### config.mk
export PLATFORM = sky130hd
export DESIGN_NAME = seg7_time_decoder
export DESIGN_NICKNAME = d
export VERILOG_FILES = /design/src/rtl/seg7_time_decoder_pkg.sv /design/src/rtl/seg7_digit_decode.sv /design/src/rtl/seg7_time_decoder.sv
export SDC_FILE = /design/constraint.sdc
export NUM_CORES = 1
export LEC_CHECK = 0
export CAP_MARGIN = 20
export CORE_UTILIZATION = 58
export DETAILED_ROUTE_END_ITERATION = 12
export DONT_BUFFER_PORTS = 1
export PLACE_DENSITY = 0.85
export RECOVER_POWER = 50
export REMOVE_ABC_BUFFERS = 1
export SLEW_MARGIN = 20
export SYNTH_ARGS = -nofsm -noshare
export SYNTH_HDL_FRONTEND = slang
export SYNTH_HIERARCHICAL = 1
export SYNTH_SLANG_ARGS = --single-unit
### constraint.sdc
create_clock -name clk -period 5.5 [get_ports clk]
set_input_delay 0.55 -clock clk [delete_from_list [all_inputs] [get_ports clk]]
set_output_delay 0.55 -clock clk [all_outputs]
set_load 0.02 [all_outputs]
### src/rtl/seg7_time_decoder_pkg.sv
// Shared constants for the stopwatch 7-segment display bus: segment patterns,
// time-decoder FSM states, and the largest legal mm:ss total.
package seg7_time_decoder_pkg;

  // Active-low segment patterns, bit6=a .. bit0=g (shared with the encoder)
  localparam logic [6:0] SEG_0 = 7'b0000001;
  localparam logic [6:0] SEG_1 = 7'b1001111;
  localparam logic [6:0] SEG_2 = 7'b0010010;
  localparam logic [6:0] SEG_3 = 7'b0000110;
  localparam logic [6:0] SEG_4 = 7'b1001100;
  localparam logic [6:0] SEG_5 = 7'b0100100;
  localparam logic [6:0] SEG_6 = 7'b0100000;
  localparam logic [6:0] SEG_7 = 7'b0001111;
  localparam logic [6:0] SEG_8 = 7'b0000000;
  localparam logic [6:0] SEG_9 = 7'b0000100;

  localparam logic [11:0] MAX_TOTAL = 12'd3599;

  typedef enum logic [1:0] {
    EMPTY = 2'd0,
    TRACK = 2'd1,
    FAULT = 2'd2
  } state_t;

  // mm:ss digits -> elapsed seconds; every digit is widened to 12 bits first
  function automatic logic [11:0] digits_to_total(input logic [3:0] mt, input logic [3:0] mo,
                                                  input logic [3:0] st, input logic [3:0] so);
    return 12'(mt) * 12'd600 + 12'(mo) * 12'd60 + 12'(st) * 12'd10 + 12'(so);
  endfunction

endpackage

### src/rtl/seg7_digit_decode.sv
// Combinational decode of one active-low 7-segment pattern to a BCD digit.
// Patterns outside the ten legal glyphs report legal=0 and digit=0.
module seg7_digit_decode
  import seg7_time_decoder_pkg::*;
(
  input  logic [6:0] pattern,
  output logic       legal,
  output logic [3:0] digit
);

  // Table lookup from glyph to digit
  always_comb begin
    legal = 1'b1;
    digit = 4'd0;
    case (pattern)
      SEG_0:   digit = 4'd0;
      SEG_1:   digit = 4'd1;
      SEG_2:   digit = 4'd2;
      SEG_3:   digit = 4'd3;
      SEG_4:   digit = 4'd4;
      SEG_5:   digit = 4'd5;
      SEG_6:   digit = 4'd6;
      SEG_7:   digit = 4'd7;
      SEG_8:   digit = 4'd8;
      SEG_9:   digit = 4'd9;
      default: legal = 1'b0;
    endcase
  end

endmodule

### src/rtl/seg7_time_decoder.sv
// Readback of the stopwatch display bus: sample, stability filter, decode,
// legality check, elapsed-seconds total and step/wrap/jump classification.
// Handshake: none; upd/step/wrap/jump are single-cycle pulses, valid is a level.
module seg7_time_decoder
  import seg7_time_decoder_pkg::*;
#(
  parameter int unsigned STABLE_CYCLES = 4
) (
  input  logic        clk,
  input  logic        rst,
  input  logic [6:0]  sec1,
  input  logic [6:0]  sec2,
  input  logic [6:0]  min1,
  input  logic [6:0]  min2,
  output logic [3:0]  sec_ones,
  output logic [3:0]  sec_tens,
  output logic [3:0]  min_ones,
  output logic [3:0]  min_tens,
  output logic [11:0] total_sec,
  output logic        valid,
  output logic        upd,
  output logic        step,
  output logic        wrap,
  output logic        jump,
  output logic        err,
  output logic [3:0]  err_digit,
  output state_t      state_dbg
);

  localparam int unsigned CW = $clog2(STABLE_CYCLES + 1);
  localparam logic [CW-1:0] CNT_MAX = CW'(STABLE_CYCLES);
  localparam logic [CW-1:0] CNT_PRE = CW'(STABLE_CYCLES - 1);

  logic [27:0]   sample_q;
  logic [27:0]   snap_q;
  logic [CW-1:0] cnt_q;
  logic          commit_q;
  logic          commit_c;
  state_t        state_q, state_d;

  logic [3:0] dig [4];
  logic [3:0] lgl;
  logic [3:0] bad;
  logic       legal_all;
  logic [11:0] new_total;
  logic upd_d, step_d, wrap_d, jump_d, load_d, err_d;
  logic [3:0] err_digit_d;

  // The change check wins over the count, so a change on the would-be commit cycle restarts
  assign commit_c = (sample_q != snap_q) ? (STABLE_CYCLES == 1) : (cnt_q == CNT_PRE);

  // Sample register, stability filter and registered commit strobe
  always_ff @(posedge clk or negedge rst) begin
    if (!rst) begin
      sample_q <= '1;
      snap_q   <= '1;
      cnt_q    <= '0;
      commit_q <= 1'b0;
    end else begin
      sample_q <= {min2, min1, sec2, sec1};
      commit_q <= commit_c;
      if (sample_q != snap_q) begin
        snap_q <= sample_q;
        cnt_q  <= CW'(1);
      end else if (cnt_q != CNT_MAX) begin
        cnt_q <= cnt_q + CW'(1);
      end
    end
  end

  // Four digit decoders on the committed snapshot, index 0 = sec1 .. 3 = min2
  for (genvar g = 0; g < 4; g++) begin : g_dec
    seg7_digit_decode u_dec (
      .pattern (snap_q[7*g +: 7]),
      .legal   (lgl[g]),
      .digit   (dig[g])
    );
  end

  // Offender mask: illegal glyph, or a tens digit above 5
  always_comb begin
    bad       = ~lgl;
    bad[1]    = bad[1] | (dig[1] > 4'd5);
    bad[3]    = bad[3] | (dig[3] > 4'd5);
    legal_all = (bad == 4'b0000);
    new_total = digits_to_total(dig[3], dig[2], dig[1], dig[0]);
  end

  // FSM next state, pulse generation and classification against the previous total
  always_comb begin
    state_d     = state_q;
    upd_d       = 1'b0;
    step_d      = 1'b0;
    wrap_d      = 1'b0;
    jump_d      = 1'b0;
    load_d      = 1'b0;
    err_d       = err;
    err_digit_d = err_digit;
    if (commit_q) begin
      if (legal_all) begin
        load_d  = 1'b1;
        upd_d   = 1'b1;
        state_d = TRACK;
        if (state_q == TRACK) begin
          step_d = (new_total == total_sec + 12'd1);
          wrap_d = (total_sec == MAX_TOTAL) && (new_total == 12'd0);
          jump_d = !step_d && !wrap_d;
        end
      end else begin
        err_d       = 1'b1;
        err_digit_d = err_digit | bad;
        if (state_q == TRACK) state_d = FAULT;
      end
    end
  end

  // State, committed digits/total, pulses and sticky error flags
  always_ff @(posedge clk or negedge rst) begin
    if (!rst) begin
      state_q   <= EMPTY;
      sec_ones  <= '0;
      sec_tens  <= '0;
      min_ones  <= '0;
      min_tens  <= '0;
      total_sec <= '0;
      upd       <= 1'b0;
      step      <= 1'b0;
      wrap      <= 1'b0;
      jump      <= 1'b0;
      err       <= 1'b0;
      err_digit <= '0;
    end else begin
      state_q   <= state_d;
      upd       <= upd_d;
      step      <= step_d;
      wrap      <= wrap_d;
      jump      <= jump_d;
      err       <= err_d;
      err_digit <= err_digit_d;
      if (load_d) begin
        sec_ones  <= dig[0];
        sec_tens  <= dig[1];
        min_ones  <= dig[2];
        min_tens  <= dig[3];
        total_sec <= new_total;
      end
    end
  end

  assign valid     = (state_q == TRACK);
  assign state_dbg = state_q;

endmodule

==> impl_summary.md, run 1 <==
Place
Buffers placed on the I/O ports in this run total 0. The detailed placement HPWL is 9674 µm. The total placed instance area is between 6000 and 7000 µm². Routability-driven placement finished with a final weighted congestion of 0.9181. The number of placed cells counting well taps is ~720.

Logic synthesis
Of all cell types, the one taking the most synthesized area is dfstp_2. Of the post-synthesis cell area, the dominant cell type holds 0.2387. The sequential-to-total area share from yosys stat is 0.4093.

The count of distinct cell types in the synthesized netlist is 50. The total of warnings raised by yosys is 6. In this run the cell area of the synthesized design comes to 6163 µm². In this run the mean area of a mapped cell was 10.43 µm². The synthesized design contains 98 register bits. Ranked by total cell area, the synthesized netlist is headed by dfstp_2, dfrtp_1, ha_1. The synthesized netlist cell count is 591.

Timing
The maximum clock frequency is 176.2 MHz. The count of final max-slew check failures is 43. Setup violations remaining at the end of the flow were counted as 4. The shortest clock period the worst path allows after layout is 5.676 ns.

The hold violation total from the final report came to 0. Of the available clock period, the critical path in the final layout requires 1.032. For the pin with the worst max-slew slack, the measured transition is 2.341 ns. Across all setup checks in the final design, the least slack found is -0.1761 ns. The headroom to the max-slew limit is -0.5609. The final-layout worst hold slack is 0.02635 ns. Setup repair after global routing could not meet its margin everywhere. The largest clock skew in the final design is 0.02155 ns.

Clock network
The cell sitting at the root of the clock tree is a clkbuf_8. The clock tree synthesis step divided the H-tree into 3 levels. Counting along the longest clock path gives a buffer depth of 2. TritonCTS built the clock tree. The later pin in the worst-skew pair is clocked with a latency of 0.38 ns. Buffers inserted during clock tree synthesis total 9. The clock-pin slew on the worst setup and hold paths is roughly 0.11 ns. The tree built by TritonCTS fans out to 98 sinks.

Critical path
The worst setup path is captured at a register. The master of the slowest instance on the critical path is fa_1. The type of origin of the critical path is a register. Of all nets on the critical path, the largest fanout is 4. The count of cells along the worst register-to-register path is 22. The cell family contributing the most delay on the critical path is adder cells.

The endpoint required time on the critical path is 5.82 ns. The worst setup path is of the reg2reg kind. In this run the number of cells on the critical path is 22. The reg-to-reg critical path endpoint is step. The setup slack of the most critical reg-to-reg path is -0.18 ns.

The largest single stage delay on the critical path is 0.60 ns. The endpoint of the worst setup timing path is step. Data arrives at the worst endpoint at 5.99 ns. The worst register-to-register path begins at snap_q[17]. Tracing the worst setup path back leads to its startpoint at snap_q[17].

Traced cell by cell, the critical path runs through or2_4, buf_4, nor4_2, a311o_2, inv_2, fa_1, fa_1, inv_2, ha_4, a21o_1, a21oi_2, xnor2_2, fa_1, ha_4, ha_4, o21a_1, buf_4, nor4_1, a311o_1, xnor2_1, and4_1, nor2b_4. The buffers plus inverters on the worst setup path is 4.

Detailed routing
After the first detailed-routing iteration, the DRC count stood at 237. The iteration count of the initial detailed-routing pass is 5. Using the TritonRoute via totals, the vias-per-cell ratio works out to 5.849. In the final routed layout, each cell accounts on average for roughly 18 µm. The final routed wirelength across all metal layers is 13520 µm. In the routed design, unresolved DRC markers number 0. The final antenna-violating net count is 0.

Summing over every cut layer, the via total after detailed routing is 4352.

Final layout
The multi-input combinational cell area is 3593 µm². The fraction of final layout cells sized beyond drive strength 1 is 0.2911. The library cells used most frequently in the layout, excluding fill and tap cells, are nand2_1, dfstp_2, ha_1. After filler insertion, the fill cell instance count of the layout stands at 709.

Relative to the synthesized area, the layout overhead comes to 12.48%. The final core utilization is 0.6716. The filler-free cell count of the finished design is 744.

The area taken by flip-flops and latches is ~2500 µm². Leaving out fill and tap cells, the most frequent cell in the layout is nand2_1. The number of antenna repair diodes is 0. The final design area excluding fillers is about 7000 µm². The net count of the finished layout is between 700 and 800.

Global route
The first-pass GRT wire length is 22470 µm. The via count of the first global-routing pass is ~4600. The number of antenna violations at the first check in global routing is 0. The final global-route overflow total is 0. Entering global routing, the biggest net connects 58 pins.

The total global routing track utilization is 0.2609.

Power
Across the VDD grid, the largest voltage drop is slightly above 0.2 mV. The standby leakage power is 0.003254 µW. The power density over the cells is 201.5 nW/µm².

After layout, the design draws a total of between 1000 and 1500 µW.

Run status
The flow ran to the end, but the final reports show violations. The checks that failed: max-capacitance violations, max-slew violations, negative setup slack.

Die
The initial core utilization is 0.5970. From left edge to right edge, the die measures between 100 and 150 µm. After floorplanning, the core was sized to cover about 10000 µm². The die footprint is 11040 µm². The overall die height is 105.1 µm.

During I/O placement, the number of pins put on the boundary was 70. The placement row count is 37.

Run
The tool flagged a number of max-cap violations equal to 1.

Hold path
The min-delay analysis places its worst path in the category in2async.
stage by stage:
stage | setup slack, ns | TNS, ns
after floorplan | -0.3331 | -0.9434
after global placement | -0.2794 | -0.7526
after detailed placement | -0.6120 | -2.407
after CTS | -0.05867 | -0.1434
after global routing | -0.3237 | -1.228
final | -0.1761 | -0.4852
worst reg2reg max path: stages, from the launching register on:
cell and delay, ns:
dfstp_2 0.41, or2_4 0.27, buf_4 0.15, nor4_2 0.29, a311o_2 0.18, inv_2 0.05, fa_1 0.59, fa_1 0.44
inv_2 0.10, ha_4 0.19, a21o_1 0.18, a21oi_2 0.21, xnor2_2 0.11, fa_1 0.60, ha_4 0.22, ha_4 0.29
o21a_1 0.18, buf_4 0.13, nor4_1 0.04, a311o_1 0.36, xnor2_1 0.21, and4_1 0.27, nor2b_4 0.16
synthesized netlist by cell type (all sizes together):
cell	number
nand2	63
a21oi	22
o21a	5
and4b	4
o41ai	4
nand3b	5
a211o	2
and3	1
or4b	1
and2	1
nor4b	4
buf	8
or3	4
nor2	17
inv	42
nand2b	8
clkbuf	33
or2	4
fa	15
dfrtp	42
nand3	15
o21ai	20
a311o	5
nor4	17
a31oi	3
and4	5
o21bai	15
nor2b	6
xnor3	5
dfstp	56
ha	54
nor3b	5
a211oi	1
a21o	6
or4	1
and3b	1
nand4	9
xor2	23
nor3	16
xnor2	39
mux2	4
cells by family (layout without fill, tap and decap cells):
kind of cell / count (synthesis) / count (layout) / share of synthesized area
adder cells (fa/ha/maj): 69 / 69 / 0.1583
AO/OA/AOI/OAI: 83 / 83 / 0.08750
multiplexers: 4 / 4 / 0.007308
AND/OR/NAND/NOR: 187 / 187 / 0.1778
XOR/XNOR: 67 / 67 / 0.1064
buffers and inverters: 83 / 100 / 0.05339
flip-flops: 98 / 98 / 0.4093
flip-flops by register name, summed over array words and instances, names as in the netlist:
register   flops
cnt_q          3
commit_q       1
err            1
err_digit      4
jump           1
min_ones       4
min_tens       4
sample_q      28
sec_ones       4
sec_tens       4
snap_q        28
state_dbg      2
step           1
total_sec     11
upd            1
wrap           1
power breakdown:
group	internal [µW]	switching, µW	leakage [µW]	total [µW]
Clock	172	272	0.0000896	444
Sequential	760	30.1	0.00117	790
Combinational	79.2	83.8	0.00199	163
Total	1010	386	0.00325	1400
how the worst min path moves through the flow:
stage                          endpoint  start  slack, ns
after global placement    total_sec[11]    rst       0.26
after detailed placement  total_sec[11]    rst       0.26
final                        snap_q[27]    rst       0.03
after floorplan                cnt_q[0]    rst       0.25
after CTS                 total_sec[11]    rst      0.008
after global routing         snap_q[27]    rst       0.01
cell type report:
class,instances,share of cell area
Multi-Input combinational cell,410,0.5183
Clock buffer,10,0.01841
Clock inverter,6,0.007219
Timing Repair Buffer,42,0.04494
Tap cell,136,0.02454
Sequential cell,98,0.3638
Inverter,42,0.02274
what timing repair did:
action	in CTS	in global routing
gates cloned	0	0
setup buffers	5	0
gates resized for setup	35	9
pin swaps	36	10
endpoints found under the hold margin	42	0
endpoints found under the setup margin	7	6
hold buffers	1	0
metal layers:
layer,part of all wire,GRT usage,routed length (µm),vias to the layer above
met5,0,0,0,-
met4,0.030,0.1046,400,0
met3,0.052,0.05053,703,27
met2,0.53,0.4669,7187,135
met1,0.39,0.3070,5230,2155
li1,-,-,-,2035
No activity file was read; power rests on OpenSTA's default activity.
==> run 2: changes to the inputs <==
Settings changed: ABC_AREA from default to 1.
==> impl_summary.md, run 2 <==
Timing
The hold violation total from the final report was 0 (unchanged). The largest clock skew in the final design is 0.007802 ns (-0.01375 ns). The headroom to the max-slew limit is -0.5040 (+0.05683).

The final critical-path share of the clock period is 0.9481 (-0.08393). The total negative slack is 0 ns (+0.4852 ns). The final setup violation count is 0 (-4).

The maximum clock frequency is 191.8 MHz (+8.9%). The slew at the pin closest to its max-slew limit is 2.256 ns (-0.08524 ns). The count of final max-slew check failures is 43 (unchanged).

The final-layout worst hold slack was 0.05545 ns (+0.02910 ns). The shortest clock period the worst path allows after layout was 5.214 ns (-0.4616 ns).

Die
The overall die height is 108.5 µm (+3.2%). The number of top-level design ports is 70 (unchanged). The initial core utilization is 0.6011 (+0.004126). The die footprint was 11760 µm² (+6.5%).

The placement row count is 38 (+2.7%). The die outline width is 108.5 µm (+3.2%). The standard cell core area is 10940 µm² (+5.9%).

Detailed routing
The iteration count of the initial detailed-routing pass is 5 (unchanged). The DRC violations left came to 0 (unchanged). The post-detailed-route wirelength per cell was 13.59 µm (-25%). The final antenna-violating net count came to 0 (unchanged). The violation count after the first detailed-routing iteration is 262 (+11%).

The final routed wirelength across all metal layers came to 13060 µm (-3.4%). The average via count per standard cell was 5.100 (-13%). The count of vias placed by the detailed router is 4901 (+13%).

Final layout
The number of nets in the finished design is 916 (+30%). The area growth from synthesis to layout is 8.165%. The area taken by flip-flops and latches was 2522 µm² (unchanged). The multi-input combinational cell area was 3588 µm² (-0.14%). The number of inserted filler cells in the final layout is 851 (+20%). The filler-free cell count of the finished design is 961 (+29%).

The fraction of final layout cells sized beyond drive strength 1 is 0.1827 (-0.1084). The most common library cell in the layout ignoring fill and taps is nand2_1. In the final layout, the registers with the most flip-flops are sample_q: 28 flops, snap_q: 28 flops, total_sec: 11 flops.

The final core utilization is 0.6502 (-0.02133). The number of antenna repair diodes came to 0 (unchanged). In the layout the commonest cells are nand2_1, inv_1, nor2_1.

Logic synthesis
The mean post-synth cell area was 7.901 µm² (-24%). The total of warnings raised by yosys is 6 (unchanged). The count of distinct cell types in the synthesized netlist came to 36 (-28%). The area share of the largest cell type after synthesis is 0.2238 (-0.01490).

The register bit total from synthesis is 98 (unchanged). In the post-synthesis netlist, the biggest area contributors are dfstp_2, dfrtp_1, nand2_1. The cell with the most instances after synthesis is nand2_1.

The share of async-settable or async-resettable flops after synthesis came to 1.000 (unchanged). The synthesized design spends more area on one cell type than any other, namely dfstp_2. The synthesized netlist cell count is 832 (+41%).

The primary flip-flop cell chosen by synthesis mapping is dfstp_2. The sequential-to-total area share from yosys stat came to 0.3837 (-0.02555). The number of enable-type register cells in the synthesized netlist came to 0 (unchanged). After synthesis, the most frequently instantiated cells are nand2_1, inv_1, nor2_1.

The area of the mapped netlist is 6574 µm² (+6.7%).

Critical path
STA classifies the critical path endpoint as a register. The count of cells along the worst register-to-register path is 29 (+32%). The top fanout value on the critical path is 5 (+1). The endpoint required time on the critical path is 5.75 ns (-0.07 ns). The startpoint-to-endpoint class of the critical path is reg2reg. In this run the worst setup path begins at snap_q[19]. The setup slack of the most critical reg-to-reg path was 0.29 ns (+0.46 ns).

The worst setup path is launched from a register. The signal arrival time at the worst endpoint is 5.47 ns (-0.52 ns). The most frequent cell on the critical path is nand2_1. The buffers plus inverters on the worst setup path is 9 (+5). The master of the slowest instance on the critical path is dfstp_2. The top cell family by delay on the critical path is adder cells.

The launch instance of the worst register-to-register path is snap_q[19]. The critical path's largest stage delay was 0.57 ns (-0.03 ns). The reg-to-reg critical path endpoint is jump.

Global route
The total global routing track utilization is 0.2338 (-0.02712). The number of antenna violations at the first check in global routing came to 0 (unchanged). The final global-route overflow total is 0 (unchanged). The maximum number of pins on one net before global-route repair is 58 (unchanged).

The first-pass GRT wire length came to 20930 µm (-6.8%). The via count of the first global-routing pass is 4553 (-1.5%).

Place
The number of port buffers was 0 (unchanged). The number of placed cells counting well taps is 937 (+30%). The detailed placement HPWL is 9540 µm (-1.4%).

The global placer's final weighted congestion is 0.8670 (-5.6%).

Clock network
The number of sinks driven by the clock tree is 98 (unchanged). The clock-pin slew on the worst setup and hold paths is 0.07 ns (-0.04 ns). The clock root buffer master is clkbuf_16.

The clock latency on the worst-skew pair is 0.35 ns (-0.03 ns). The maximum buffer depth of the clock tree is 2 (unchanged). The clock tree from TritonCTS is built. The total clock buffers created by CTS came to 9 (unchanged). The maximum level of the CTS H-tree is 3 (unchanged).

Power
The total design power is 1502 µW (+7.5%). The power density over the cells is 211.3 nW/µm² (+4.8%). The maximum resistive drop on vdd is 0.2309 mV (+11%). The standby leakage power is 0.003707 µW (+14%).

Run
The number of maximum-capacitance violations came to 1 (unchanged).

Run status
The checks that failed: max-capacitance violations, max-slew violations. The flow ran to the end, but the final reports show violations.

Hold path
The worst hold path belongs to the class in2async.
## run 2: cell count changes in the layout (fill, tap and decap cells not counted), moves of 14 or more
cell / delta
buf_4: -33
inv_1: +79
nand2_1: +179
nand3_1: +27
a21oi_1: -14
nor2_1: +48
## run 2: cells by family after synthesis
logic type	after synthesis	synth area share
compound gates	50	0.04226
fa+ha+maj	69	0.1485
flops	98	0.3837
xor+xnor	42	0.05710
buf+inv	167	0.09707
simple gates	406	0.2714
## run 2: per-stage QoR
stage / setup WS (ns) / cell area (µm²)
after CTS: 0.1138 / 6889
after global placement: 0.2667 / 6606
after global routing: -0.04946 / 7111
after floorplan: 0.5260 / 6431
after detailed placement: 0.1609 / 6606
final: 0.2856 / 7111
## run 2: routing by layer
| layer | track usage | up-vias | part of all wire |
|---|---|---|---|
| li1 | - | 2504 | - |
| met1 | 0.2761 | 2240 | 0.41 |
| met2 | 0.4024 | 124 | 0.51 |
| met3 | 0.05184 | 33 | 0.047 |
| met4 | 0.1110 | 0 | 0.036 |
| met5 | 0 | - | 0 |
## run 2: worst max-delay path by stage
stage	endpoint	slack (ns)	cells after the start
after CTS	jump	0.11	27
after floorplan	jump	0.53	29
after global routing	jump	-0.05	33
after global placement	jump	0.27	29
final	jump	0.29	29
after detailed placement	jump	0.16	28
## run 2: final cells by class
cell class / count / area share
Multi-Input combinational cell: 567 / 0.5047
Inverter: 132 / 0.07003
Timing Repair Buffer: 9 / 0.008974
Sequential cell: 98 / 0.3547
Clock inverter: 4 / 0.004223
Tap cell: 140 / 0.02463
Clock buffer: 11 / 0.03273
## run 2: what timing repair did
action,4_1_cts,5_1_grt
hold buffers,1,0
buffers inserted,0,8
setup endpoints to repair,0,6
endpoints found under the hold margin,42,0
gates resized for setup,0,33
## run 2: power by group
| part | switching [µW] | internal [µW] |
|---|---|---|
| logic | 88.5 | 60.6 |
| registers | 24.1 | 760 |
| clock network | 264 | 305 |
| total | 376 | 1130 |
